File: config.mk
export PLATFORM = sky130hd
export DESIGN_NAME = rect_filler
export DESIGN_NICKNAME = d
export VERILOG_FILES = /design/src/rtl/rect_filler.sv
export SDC_FILE = /design/constraint.sdc
export NUM_CORES = 1
export LEC_CHECK = 0
export ABC_AREA = 1
export CORE_ASPECT_RATIO = 0.8
export CORE_MARGIN = 2
export CORE_UTILIZATION = 50
export CTS_CLUSTER_SIZE = 14
export DETAILED_ROUTE_END_ITERATION = 12
export HOLD_SLACK_MARGIN = 0.03
export PLACE_DENSITY = 0.82
export SETUP_SLACK_MARGIN = 0.5
export SKIP_LAST_GASP = 1
export SLEW_MARGIN = 20
export SYNTH_ARGS = -nofsm -noshare
export SYNTH_HDL_FRONTEND = slang
export SYNTH_SLANG_ARGS = --single-unit
File: constraint.sdc
create_clock -name clk -period 8.35 [get_ports clk]
set_input_delay 2.505 -clock clk [delete_from_list [all_inputs] [get_ports clk]]
set_output_delay 2.505 -clock clk [all_outputs]
set_load 0.005 [all_outputs]
File: src/rtl/rect_filler.sv
// rect_filler: rasterises a screen-clipped rectangle (solid or checkerboard) into a valid/ready pixel stream
module rect_filler #(
    parameter int WIDTH   = 320,
    parameter int HEIGHT  = 240,
    parameter int COORD_W = 16
) (
    input  logic                      clk,
    input  logic                      rst,
    input  logic                      cmd_valid,
    output logic                      cmd_ready,
    input  logic signed [COORD_W-1:0] cmd_x0,
    input  logic signed [COORD_W-1:0] cmd_y0,
    input  logic signed [COORD_W-1:0] cmd_x1,
    input  logic signed [COORD_W-1:0] cmd_y1,
    input  logic [11:0]               cmd_color_a,
    input  logic [11:0]               cmd_color_b,
    input  logic                      cmd_mode,
    input  logic [3:0]                cmd_cell_log2,
    input  logic                      abort,
    output logic [COORD_W-1:0]        out_pixel_x,
    output logic [COORD_W-1:0]        out_pixel_y,
    output logic [15:0]               out_color,
    output logic                      out_last,
    output logic                      out_valid,
    input  logic                      out_ready,
    output logic                      busy,
    output logic                      done
);
    typedef enum logic [1:0] {IDLE, CLIP, RUN} state_t;
    localparam logic signed [COORD_W-1:0] XMAX = COORD_W'(WIDTH - 1);
    localparam logic signed [COORD_W-1:0] YMAX = COORD_W'(HEIGHT - 1);

    state_t                    state_q;
    logic signed [COORD_W-1:0] x0_q, y0_q, x1_q, y1_q;
    logic signed [COORD_W-1:0] cx0_d, cy0_d, cx1_d, cy1_d;
    logic [COORD_W-1:0]        cx0_q, cx1_q, cy1_q, x_q, y_q, xy;
    logic [COORD_W-1:0]        out_x_q, out_y_q;
    logic [15:0]               color_a_q, color_b_q, color_d, out_color_q;
    logic [3:0]                n_q;
    logic                      mode_q, empty_d, can_emit, at_last, row_end;
    logic                      out_valid_q, out_last_q, done_q;

    function automatic logic [15:0] to565(input logic [11:0] c);
        return {c[11:8], c[11], c[7:4], c[7:6], c[3:0], c[3]};
    endfunction

    always_comb begin
        cx0_d    = (x0_q < 0) ? '0 : x0_q;
        cy0_d    = (y0_q < 0) ? '0 : y0_q;
        cx1_d    = (x1_q > XMAX) ? XMAX : x1_q;
        cy1_d    = (y1_q > YMAX) ? YMAX : y1_q;
        empty_d  = (x0_q > x1_q) || (y0_q > y1_q) || (cx0_d > cx1_d) || (cy0_d > cy1_d);
        can_emit = !out_valid_q || out_ready;
        row_end  = (x_q == cx1_q);
        at_last  = row_end && (y_q == cy1_q);
        xy       = x_q ^ y_q;
        color_d  = (mode_q && xy[n_q]) ? color_b_q : color_a_q;
    end

    always_ff @(posedge clk or posedge rst) begin
        if (rst) begin
            state_q     <= IDLE;
            {x0_q, y0_q, x1_q, y1_q} <= '0;
            {cx0_q, cx1_q, cy1_q, x_q, y_q} <= '0;
            {color_a_q, color_b_q, mode_q, n_q} <= '0;
            {out_x_q, out_y_q, out_color_q} <= '0;
            {out_valid_q, out_last_q, done_q} <= '0;
        end else begin
            done_q <= out_valid_q && out_ready && out_last_q;
            if (out_valid_q && out_ready)
                out_valid_q <= 1'b0;
            case (state_q)
                IDLE: if (cmd_valid) begin
                    {x0_q, y0_q, x1_q, y1_q} <= {cmd_x0, cmd_y0, cmd_x1, cmd_y1};
                    color_a_q <= to565(cmd_color_a);
                    color_b_q <= to565(cmd_color_b);
                    mode_q    <= cmd_mode;
                    n_q       <= cmd_cell_log2;
                    state_q   <= CLIP;
                end
                CLIP: if (abort || empty_d) begin
                    state_q <= IDLE;
                    done_q  <= 1'b1;
                end else begin
                    cx0_q   <= cx0_d;
                    cx1_q   <= cx1_d;
                    cy1_q   <= cy1_d;
                    x_q     <= cx0_d;
                    y_q     <= cy0_d;
                    state_q <= RUN;
                end
                RUN: if (abort && !(can_emit && at_last)) begin
                    state_q <= IDLE;
                    done_q  <= 1'b1;
                end else if (can_emit) begin
                    out_x_q     <= x_q;
                    out_y_q     <= y_q;
                    out_color_q <= color_d;
                    out_last_q  <= at_last;
                    out_valid_q <= 1'b1;
                    x_q         <= row_end ? cx0_q : x_q + 1'b1;
                    y_q         <= row_end ? y_q + 1'b1 : y_q;
                    if (at_last)
                        state_q <= IDLE;
                end
                default: state_q <= IDLE;
            endcase
        end
    end

    assign cmd_ready   = (state_q == IDLE);
    assign busy        = (state_q != IDLE) || out_valid_q;
    assign done        = done_q;
    assign out_valid   = out_valid_q;
    assign out_last    = out_last_q;
    assign out_pixel_x = out_x_q;
    assign out_pixel_y = out_y_q;
    assign out_color   = out_color_q;
endmodule

==> results.py, run 1 <==
metrics = {
    "run_status": {
        "status": "finished clean",
    },
    "clock_tree": {
        "cts.htree.levels": 1,
        "cts-root-buf": "clkbuf_16",
        "clk_pin_slew_ns": 0.06,
        "cts_buffers": 24,
        "cts-resized-gates": 0,
        "tritoncts": "done",
        "cts_buffer_depth": 3,
        "post_cts_buffers": 0,
        "clkLatencyLatePin_ns": 0.52,
        "cts.sinks": 221,
        "cts_hold_buf": 0,
    },
    "placement": {
        "portBuffers": 150,
        "dpl_cell_area_mm2": 0.0141,
        "gp_congestion": 0.937,
        "pre_cts_ws_ns": 3.01,
        "hpwl_um": 24400,
    },
    "layout": {
        "drive_above_1_share_pct": 6.95,
        "syn2layout_area_growth_pct": 19.3,
        "finalNetCount": 1846,
        "stdcell_area_mm2": 0.0149,
        "num_antenna_cells": 0,
    },
    "logic_synthesis": {
        "synth-main-ff-cell": "dfrtp_1",
        "yosys.area.top_type_share_pct": 44.3,
        "synth_top_area_cell": "dfrtp_1",
        "synth-async-reset-ratio_pct": 100,
        "ys_seq_area_share_pct": 44.3,
        "synth_area_leaders": "dfrtp_1 (44%), nand2_1 (13%), ha_1 (6.7%)",
        "syn_area_per_cell_um2": 7.94,
        "synth_nets": 1739,
        "ys_seq_elements": 221,
        "synth_edf_count": 0,
        "ys_types": 42,
        "syn_area_mm2": 0.0125,
        "synth_warnings": 0,
        "netlist_instances": 1574,
    },
    "setup_path": {
        "critPathTopFamily": "buffers and inverters",
        "path_class": "input pin to flop",
        "cp_num_buf_inv": 3,
        "required_ns": 8.73,
        "crit_path_max_incr_delay_ns": 0.77,
        "cp-end-kind": "flop",
        "crit_slowest_cell": "inv_1",
        "crit_arrival_ns": 5.28,
        "worst-path-max-fanout": 41,
        "cpMostUsedCell": "nand2_1",
        "start_kind": "input pin",
        "crit_chain": "clkdlybuf4s50_1 > nor3_1 > a21boi_0 > nand4_1 > inv_1 > nand2_1 > buf_4 > nand2_1 > o21ai_0",
    },
    "power_and_ir_drop": {
        "p_sw_mw": 1.63,
        "p_seq_share_pct": 38.7,
        "power_mw": 4.14,
        "switching_share_pct": 39.5,
        "pwr-share-comb_pct": 35.6,
        "clockPowerShare_pct": 25.8,
        "ir_drop_mv": 0.147,
        "p_int_mw": 2.50,
        "leakagePower_nw": 7.43,
        "powerDensity_mw_per_mm2": 277,
    },
    "global_route": {
        "antenna_found_initial": 0,
        "grt_usage_pct": 25.0,
        "first_global_vias": 10300,
        "grt_max_degree": 76,
        "grt_pass1_wl_um": 53800,
        "globalRoute.totalOverflow": 0,
    },
    "route": {
        "vias": 11000,
        "ant_nets": 0,
        "dr_wl_met2_um": 13900,
        "met1_length_um": 15100,
        "wl_met3_um": 3360,
        "post-route-drc-count": 0,
        "top_layer": "met4",
        "routed_via_density": 5.47,
        "drt_iter0_markers": 1155,
        "drtPass1Iterations": 5,
        "detail_route.wl_per_cell_um": 16.4,
        "wirelength_um": 33100,
    },
    "sta": {
        "skew_ns": 0.0138,
        "hold_viol_final": 0,
        "holdWs_ns": 0.471,
        "slew-limit-headroom_pct": 33.4,
        "rsz0062_at_grt": "no",
        "fmax_mhz": 204,
        "post-route-min-period_ns": 4.90,
        "layout_setup_ws_ns": 3.45,
        "finalSetupViolCount": 0,
        "slew_viol_final": 0,
        "tightest_slew_ns": 0.993,
        "fin_crit_sh_pct": 58.7,
        "finalSetupTns_ns": 0,
    },
    "floorplan": {
        "die_w_um": 181,
        "start_util_pct": 51.1,
        "rows": 51,
        "num_io_pins": 151,
        "die_h_um": 145,
        "dieArea_mm2": 0.0263,
        "core_mm2": 0.0244,
    },
    "job": {
        "cap_violations": 0,
    },
    "min_path": {
        "hold_class": "flop to flop",
    },
}
kinds of logic after synthesis:
| kind of cell | share of synthesized area (%) |
|---|---|
| and+or+nand+nor | 25.8 |
| buffers and inverters | 8.24 |
| AOI/OAI and AO/OA | 10.5 |
| DFF | 44.3 |
| adders and majority gates | 6.71 |
| xor gates and xnor gates | 2.94 |
| muxes | 1.53 |
area by class of cell:
| cell class | instances | area, um^2 |
|---|---|---|
| Inverter | 166 | 627 |
| Sequential cell | 221 | 5530 |
| Tap cell | 318 | 398 |
| Fill cell | 2075 | 9530 |
| Clock inverter | 12 | 115 |
| Clock buffer | 32 | 682 |
| Timing Repair Buffer | 162 | 1600 |
| Multi-Input combinational cell | 1106 | 5950 |
flip-flops by register name, summed over array words and instances (netlist names):
signal / cells
y0_q: 16
out_pixel_x: 16
y1_q: 16
color_a_q: 12
y_q: 16
cx1_q: 16
x_q: 16
out_valid: 1
out_color: 12
mode_q: 1
state_q: 2
out_pixel_y: 16
cy1_q: 16
done: 1
out_last: 1
x0_q: 16
n_q: 4
color_b_q: 12
x1_q: 16
cx0_q: 15
synthesized netlist by cell type (13+ instances only):
| library cell | count |
|---|---|
| nand2_1 | 424 |
| dfrtp_1 | 221 |
| inv_1 | 158 |
| nor2_1 | 154 |
| a21oi_1 | 113 |
| nand3_1 | 75 |
| ha_1 | 67 |
| o21ai_0 | 53 |
| clkbuf_1 | 49 |
| nand4_1 | 43 |
| o21ai_2 | 24 |
| xnor2_1 | 22 |
| xor2_1 | 20 |
| mux2_2 | 17 |
| nor3_1 | 15 |
| nand3b_1 | 14 |
| a21boi_0 | 13 |
| buf_2 | 13 |
routing by layer:
layer	vias to the layer above	track usage, %
li1	5303	-
met1	5165	38.4
met2	502	35.9
met3	57	5.18
met4	0	6.29
met5	-	0
final timing paths:
path / from / to / slack, ns / cells past startpoint
max reg2reg: x1_q[11] / cx0_q[0] / 3.62 / 22
min in group asynchronous: rst / out_pixel_y[3] / 2.30 / 2
min reg2reg: cx0_q[3] / cx0_q[3] / 0.47 / 2
max in group asynchronous: rst / x1_q[3] / 4.57 / 4
min: cx0_q[3] / cx0_q[3] / 0.47 / 2
max: abort / cx0_q[0] / 3.45 / 9
power groups by stage:
| stage | clock network [mW] | registers, mW | logic, mW |
|---|---|---|---|
| floorplan | 0 | 1.45 | 1.12 |
| global placement | 0 | 1.60 | 1.38 |
| detailed placement | 0 | 1.60 | 1.44 |
| CTS | 1.08 | 1.59 | 1.45 |
| global route | 1.13 | 1.63 | 1.67 |
| finish | 1.07 | 1.60 | 1.47 |
placed cells by master, fill, tap and decap left out, types with 11 or more instances in the layout:
cell type,n
a21boi_0,13
a21oi_1,113
buf_4,11
clkbuf_16,25
clkdlybuf4s50_1,150
dfrtp_1,221
ha_1,66
inv_1,157
mux2_2,17
nand2_1,423
nand3_1,75
nand3b_1,14
nand4_1,43
nor2_1,154
nor3_1,15
o21ai_0,53
o21ai_2,24
xnor2_1,22
xor2_1,20
metrics by stage:
step	instances	util, %
floorplan	1574	-
global placement	1972	57.7
detailed placement	1972	57.7
CTS	2016	60.9
global route	2017	61.0
finish	2017	61.0
worst min-delay path: cells and delay by family, from the launching register on:
| kind | cells | cell delay, ns |
|---|---|---|
| DFF | 1 | 0.34 |
| and+or+nand+nor | 2 | 0.10 |
No activity file was read; power rests on OpenSTA's default activity.
==> inputs of run 2 (changes only) <==
Clock period 8.35 ns to 4.35 ns, I/O delays scaled along.
==> results.py, run 2 (synthesis results as in run 1) <==
metrics = {
    "run_status": {
        "status": "finished clean",
    },
    "power_and_ir_drop": {
        "p_seq_share_pct": 37.9,
        "pwr-share-comb_pct": 35.5,
        "p_sw_mw": 3.23,
        "power_mw": 8.14,
        "leakagePower_nw": 7.52,
        "switching_share_pct": 39.7,
        "powerDensity_mw_per_mm2": 538,
        "p_int_mw": 4.91,
        "ir_drop_mv": 0.287,
        "clockPowerShare_pct": 26.6,
    },
    "global_route": {
        "globalRoute.totalOverflow": 0,
        "antenna_found_initial": 0,
        "grtUsageMet1_pct": 39.8,
        "grt_usage_pct": 26.1,
        "met2_usage_pct": 38.3,
        "grt_pass1_wl_um": 56600,
        "top_usage_layer": "met1",
        "first_global_vias": 10800,
        "grt_max_degree": 66,
        "grt_util_met3_pct": 5.26,
    },
    "clock_tree": {
        "cts_buffers": 24,
        "cts_buffer_depth": 3,
        "cts-root-buf": "clkbuf_16",
        "clkLatencyLatePin_ns": 0.52,
        "cts.htree.levels": 1,
        "cts.sinks": 221,
        "tritoncts": "done",
        "clk_pin_slew_ns": 0.06,
        "post_cts_buffers": 0,
    },
    "route": {
        "drt_iter0_markers": 1341,
        "ant_nets": 0,
        "vias": 11100,
        "routed_via_density": 5.49,
        "wirelength_um": 34200,
        "drtPass1Iterations": 6,
        "post-route-drc-count": 0,
        "detail_route.wl_per_cell_um": 16.9,
    },
    "sta": {
        "fmax_mhz": 284,
        "hold_viol_final": 0,
        "tightest_slew_ns": 0.952,
        "finalSetupViolCount": 0,
        "fin_crit_sh_pct": 81.0,
        "post-route-min-period_ns": 3.52,
        "skew_ns": 0.0113,
        "slew_viol_final": 0,
        "slew-limit-headroom_pct": 36.5,
        "rsz0062_at_grt": "no",
        "finalSetupTns_ns": 0,
    },
    "setup_path": {
        "r2r_start": "y1_q[8]",
        "r2r_end": "x_q[14]",
        "reg2reg_depth": 18,
        "required_ns": 4.81,
        "worst-path-max-fanout": 27,
        "crit_arrival_ns": 3.98,
        "reg2reg_slack_ns": 0.83,
        "cp-end-kind": "flop",
        "start_kind": "flop",
        "path_class": "flop to flop",
    },
    "layout": {
        "syn2layout_area_growth_pct": 21.0,
        "finalNetCount": 1856,
        "mostFrequentLayoutCells": "nand2_1 (421), dfrtp_1 (221), inv_1 (157)",
        "stdcell_area_mm2": 0.0151,
        "drive_above_1_share_pct": 7.72,
        "mostFrequentLayoutCell": "nand2_1",
        "num_antenna_cells": 0,
    },
    "placement": {
        "gp_congestion": 0.944,
        "portBuffers": 150,
        "dpl_cell_area_mm2": 0.0143,
        "hpwl_um": 24800,
    },
    "floorplan": {
        "dieArea_mm2": 0.0263,
        "die_w_um": 181,
        "rows": 51,
        "start_util_pct": 51.1,
        "num_io_pins": 151,
        "die_h_um": 145,
        "core_mm2": 0.0244,
    },
    "min_path": {
        "hold_class": "flop to flop",
        "whs_path_depth": 2,
        "min_from": "cx0_q[7]",
        "whs_endpoint": "cx0_q[7]",
    },
    "job": {
        "cap_violations": 0,
    },
}
-- run 2: metrics by stage --
stage          std cells  worst slack (ns)  hold WS [ns]  util (%)
2_1_floorplan       1574             0.163         0.433         -
3_3_place_gp        1983             0.726         0.445      58.3
3_5_place_dp        1983             0.569         0.451      58.3
4_1_cts             2027             0.555         0.465      61.8
5_1_grt             2027             0.525         0.482      61.9
6_report            2027             0.828         0.464      61.9
-- run 2: area by class of cell --
cell class	instances	area, um^2
fillers	2054	9320
multi-input cells	1106	5970
flip-flops and latches	221	5530
repair buffers	172	1750
clock buffers	35	733
inverters	166	627
well taps	318	398
clock inverters	9	115
-- run 2: layer usage --
layer	vias up	part of all wire [%]
met5	-	0
met4	0	2.3
met2	512	43
met1	5215	45
li1	5339	-
met3	69	9.6
-- run 2: worst max path at each step --
stage                     startpoint             to
final                        y1_q[8]        x_q[14]
after global routing        y1_q[11]        x_q[14]
after CTS                   x1_q[11]       cx1_q[5]
after detailed placement    x1_q[11]       cx1_q[5]
after global placement      x1_q[11]       cx1_q[3]
after floorplan                  rst  color_a_q[10]
-- run 2: timing repair --
item / in CTS / in global routing
setup endpoints to repair: 0 / 80
resized for setup: 0 / 5
hold buffers: 0 / 0
-- run 2: power groups by stage --
| stage | clock (mW) | sequential [mW] | combinational [mW] |
|---|---|---|---|
| 2_1_floorplan | 0 | 2.79 | 2.15 |
| 3_3_place_gp | 0 | 3.07 | 2.70 |
| 3_5_place_dp | 0 | 3.08 | 2.81 |
| 4_1_cts | 2.18 | 3.06 | 2.84 |
| 5_1_grt | 2.27 | 3.13 | 3.27 |
| 6_report | 2.16 | 3.08 | 2.89 |
-- run 2: worst max-delay path, stage by stage, from the launching register on --
cell and delay, ns:
dfrtp_1 0.41, nor4_1 0.30, nand3_1 0.11, nand2_1 0.20, inv_1 0.18, nor2_1 0.24, ha_1 0.29, a21oi_1 0.19
nor2_1 0.06, nor2_1 0.09, nand2_1 0.06, nand2_1 0.05, nand3_1 0.06, a21boi_0 0.16, nand4_1 0.21, nand2_2 0.24
buf_4 0.35, nand4_1 0.16, nand2_1 0.09
==> inputs of run 3 (changes only) <==
Settings changed: PLACE_DENSITY 0.82 to 0.79.
Clock period 4.35 ns to 3.65 ns, I/O delays scaled along.
==> results.py, run 3 (synthesis results as in run 1) <==
metrics = {
    "run_status": {
        "status": "finished clean",
    },
    "floorplan": {
        "num_io_pins": 151,
        "rows": 51,
        "dieArea_mm2": 0.0263,
        "die_w_um": 181,
        "die_h_um": 145,
        "core_mm2": 0.0244,
        "start_util_pct": 51.1,
    },
    "setup_path": {
        "start_kind": "flop",
        "crit_start": "y1_q[14]",
        "r2r_start": "y1_q[14]",
        "crit_arrival_ns": 3.66,
        "path_class": "flop to flop",
        "required_ns": 4.05,
        "worst-path-max-fanout": 8,
        "cp-end-kind": "flop",
    },
    "global_route": {
        "globalRoute.totalOverflow": 0,
        "grt_max_degree": 131,
        "grt_pass1_wl_um": 57000,
        "first_global_vias": 10900,
        "grtUsageMet1_pct": 39.3,
        "grt_util_met3_pct": 5.58,
        "met2_usage_pct": 39.2,
        "antenna_found_initial": 0,
        "top_usage_layer": "met1",
        "grt_usage_pct": 26.6,
    },
    "clock_tree": {
        "cts_hold_buf": 0,
        "clk_pin_slew_ns": 0.06,
        "cts_buffers": 24,
        "tritoncts": "done",
        "cts.sinks": 221,
        "cts_buffer_depth": 3,
        "clkLatencyLatePin_ns": 0.52,
        "cts-root-buf": "clkbuf_16",
        "cts.htree.levels": 1,
    },
    "layout": {
        "finalNetCount": 1881,
        "syn2layout_area_growth_pct": 25.6,
        "mostFrequentLayoutCell": "nand2_1",
        "num_antenna_cells": 0,
        "drive_above_1_share_pct": 11.0,
        "mostFrequentLayoutCells": "nand2_1 (414), dfrtp_1 (221), inv_1 (153)",
    },
    "power_and_ir_drop": {
        "ir_drop_mv": 0.420,
        "powerDensity_mw_per_mm2": 632,
        "leakagePower_nw": 7.70,
    },
    "route": {
        "detail_route.wl_per_cell_um": 17.4,
        "drtPass1Iterations": 6,
        "vias": 11400,
        "routed_via_density": 5.56,
        "wirelength_um": 35700,
        "post-route-drc-count": 0,
        "ant_nets": 0,
        "drt_iter0_markers": 1314,
    },
    "sta": {
        "layout_setup_ws_ns": 0.385,
        "fin_crit_sh_pct": 89.4,
        "hold_viol_final": 0,
        "finalSetupViolCount": 0,
        "skew_ns": 0.0108,
        "post-route-min-period_ns": 3.26,
        "fmax_mhz": 306,
        "slew_viol_final": 0,
        "slew-limit-headroom_pct": 30.2,
        "finalSetupTns_ns": 0,
        "rsz0062_at_grt": "yes",
        "tightest_slew_ns": 1.05,
    },
    "placement": {
        "gp_congestion": 0.951,
        "portBuffers": 150,
        "hpwl_um": 24800,
        "pre_cts_ws_ns": 0.168,
    },
    "job": {
        "cap_violations": 0,
    },
    "min_path": {
        "hold_class": "flop to flop",
        "min_from": "cx0_q[5]",
    },
}
-- run 3: cell types whose count changed in the layout (fill, tap and decap cells not counted), sizes merged --
cell      previous run  this run
buf                 22        42
inv                165       163
clkbuf              35        38
nand3               78        80
clkinvlp             5         4
clkinv               3         6
-- run 3: path summary, 6_finish.rpt --
path	endpoint	cells after the start	slack, ns
max in group asynchronous	x1_q[2]	3	1.90
worst min-delay path	cx0_q[5]	2	0.47
worst max-delay path	cx1_q[5]	20	0.39
worst min register to register	cx0_q[5]	2	0.47
min in group asynchronous	y0_q[6]	3	1.06
worst max register to register	cx1_q[5]	20	0.39
-- run 3: final cells by class --
cell class                      instances  area (um^2)
Sequential cell                       221         5530
Clock buffer                           36          717
Timing Repair inverter                  1         6.26
Fill cell                            1925         8740
Clock inverter                          8          103
Multi-Input combinational cell       1108         6240
Timing Repair Buffer                  194         2070
Tap cell                              318          398
Inverter                              166          639
-- run 3: worst max-delay path, cell delays in order, from the launching register on --
cell and delay, ns:
dfrtp_1 0.40, nor4_2 0.29, nand3_1 0.19, nand2_4 0.17
clkinvlp_4 0.13, buf_12 0.16, nor2_2 0.10, ha_1 0.26
a21o_1 0.18, nor2_1 0.11, nand2_1 0.06, nand2_1 0.05
nand3_1 0.07, a21boi_1 0.12, nand4_1 0.13, buf_4 0.19
inv_6 0.07, nand2_8 0.12, buf_16 0.18, nand2_1 0.06
o21ai_0 0.09
-- run 3: stage by stage --
step	hold WS [ns]	power (mW)	std cells	util, %	cell area [um^2]
global placement	0.444	6.89	1989	58.4	14300
CTS	0.464	9.64	2044	63.0	15400
global route	0.486	10.5	2052	64.2	15700
finish	0.469	9.92	2052	64.2	15700
detailed placement	0.450	7.02	1989	58.4	14300
floorplan	0.433	5.88	1574	-	12500
-- run 3: per-layer routing --
layer,wire length [um],vias to the layer above
li1,-,5395
met1,15700,5324
met2,15300,618
met3,3780,78
met4,949,0
met5,0,-
-- run 3: power by group --
part / total (mW) / leakage, nW / internal [mW] / switching, mW
sequential: 3.68 / 2.77 / 2.99 / 0.694
clock: 2.51 / 0.396 / 1.50 / 1.01
combinational: 3.73 / 4.54 / 1.47 / 2.26
total: 9.92 / 7.70 / 5.95 / 3.97
-- run 3: repair_timing --
action                                  CTS  global route
resized for setup                        37            52
endpoints found under the hold margin     0             0
cloned                                    7             2
setup buffers                             4             6
pin swaps                                 6            10
endpoints found under the setup margin   80            97
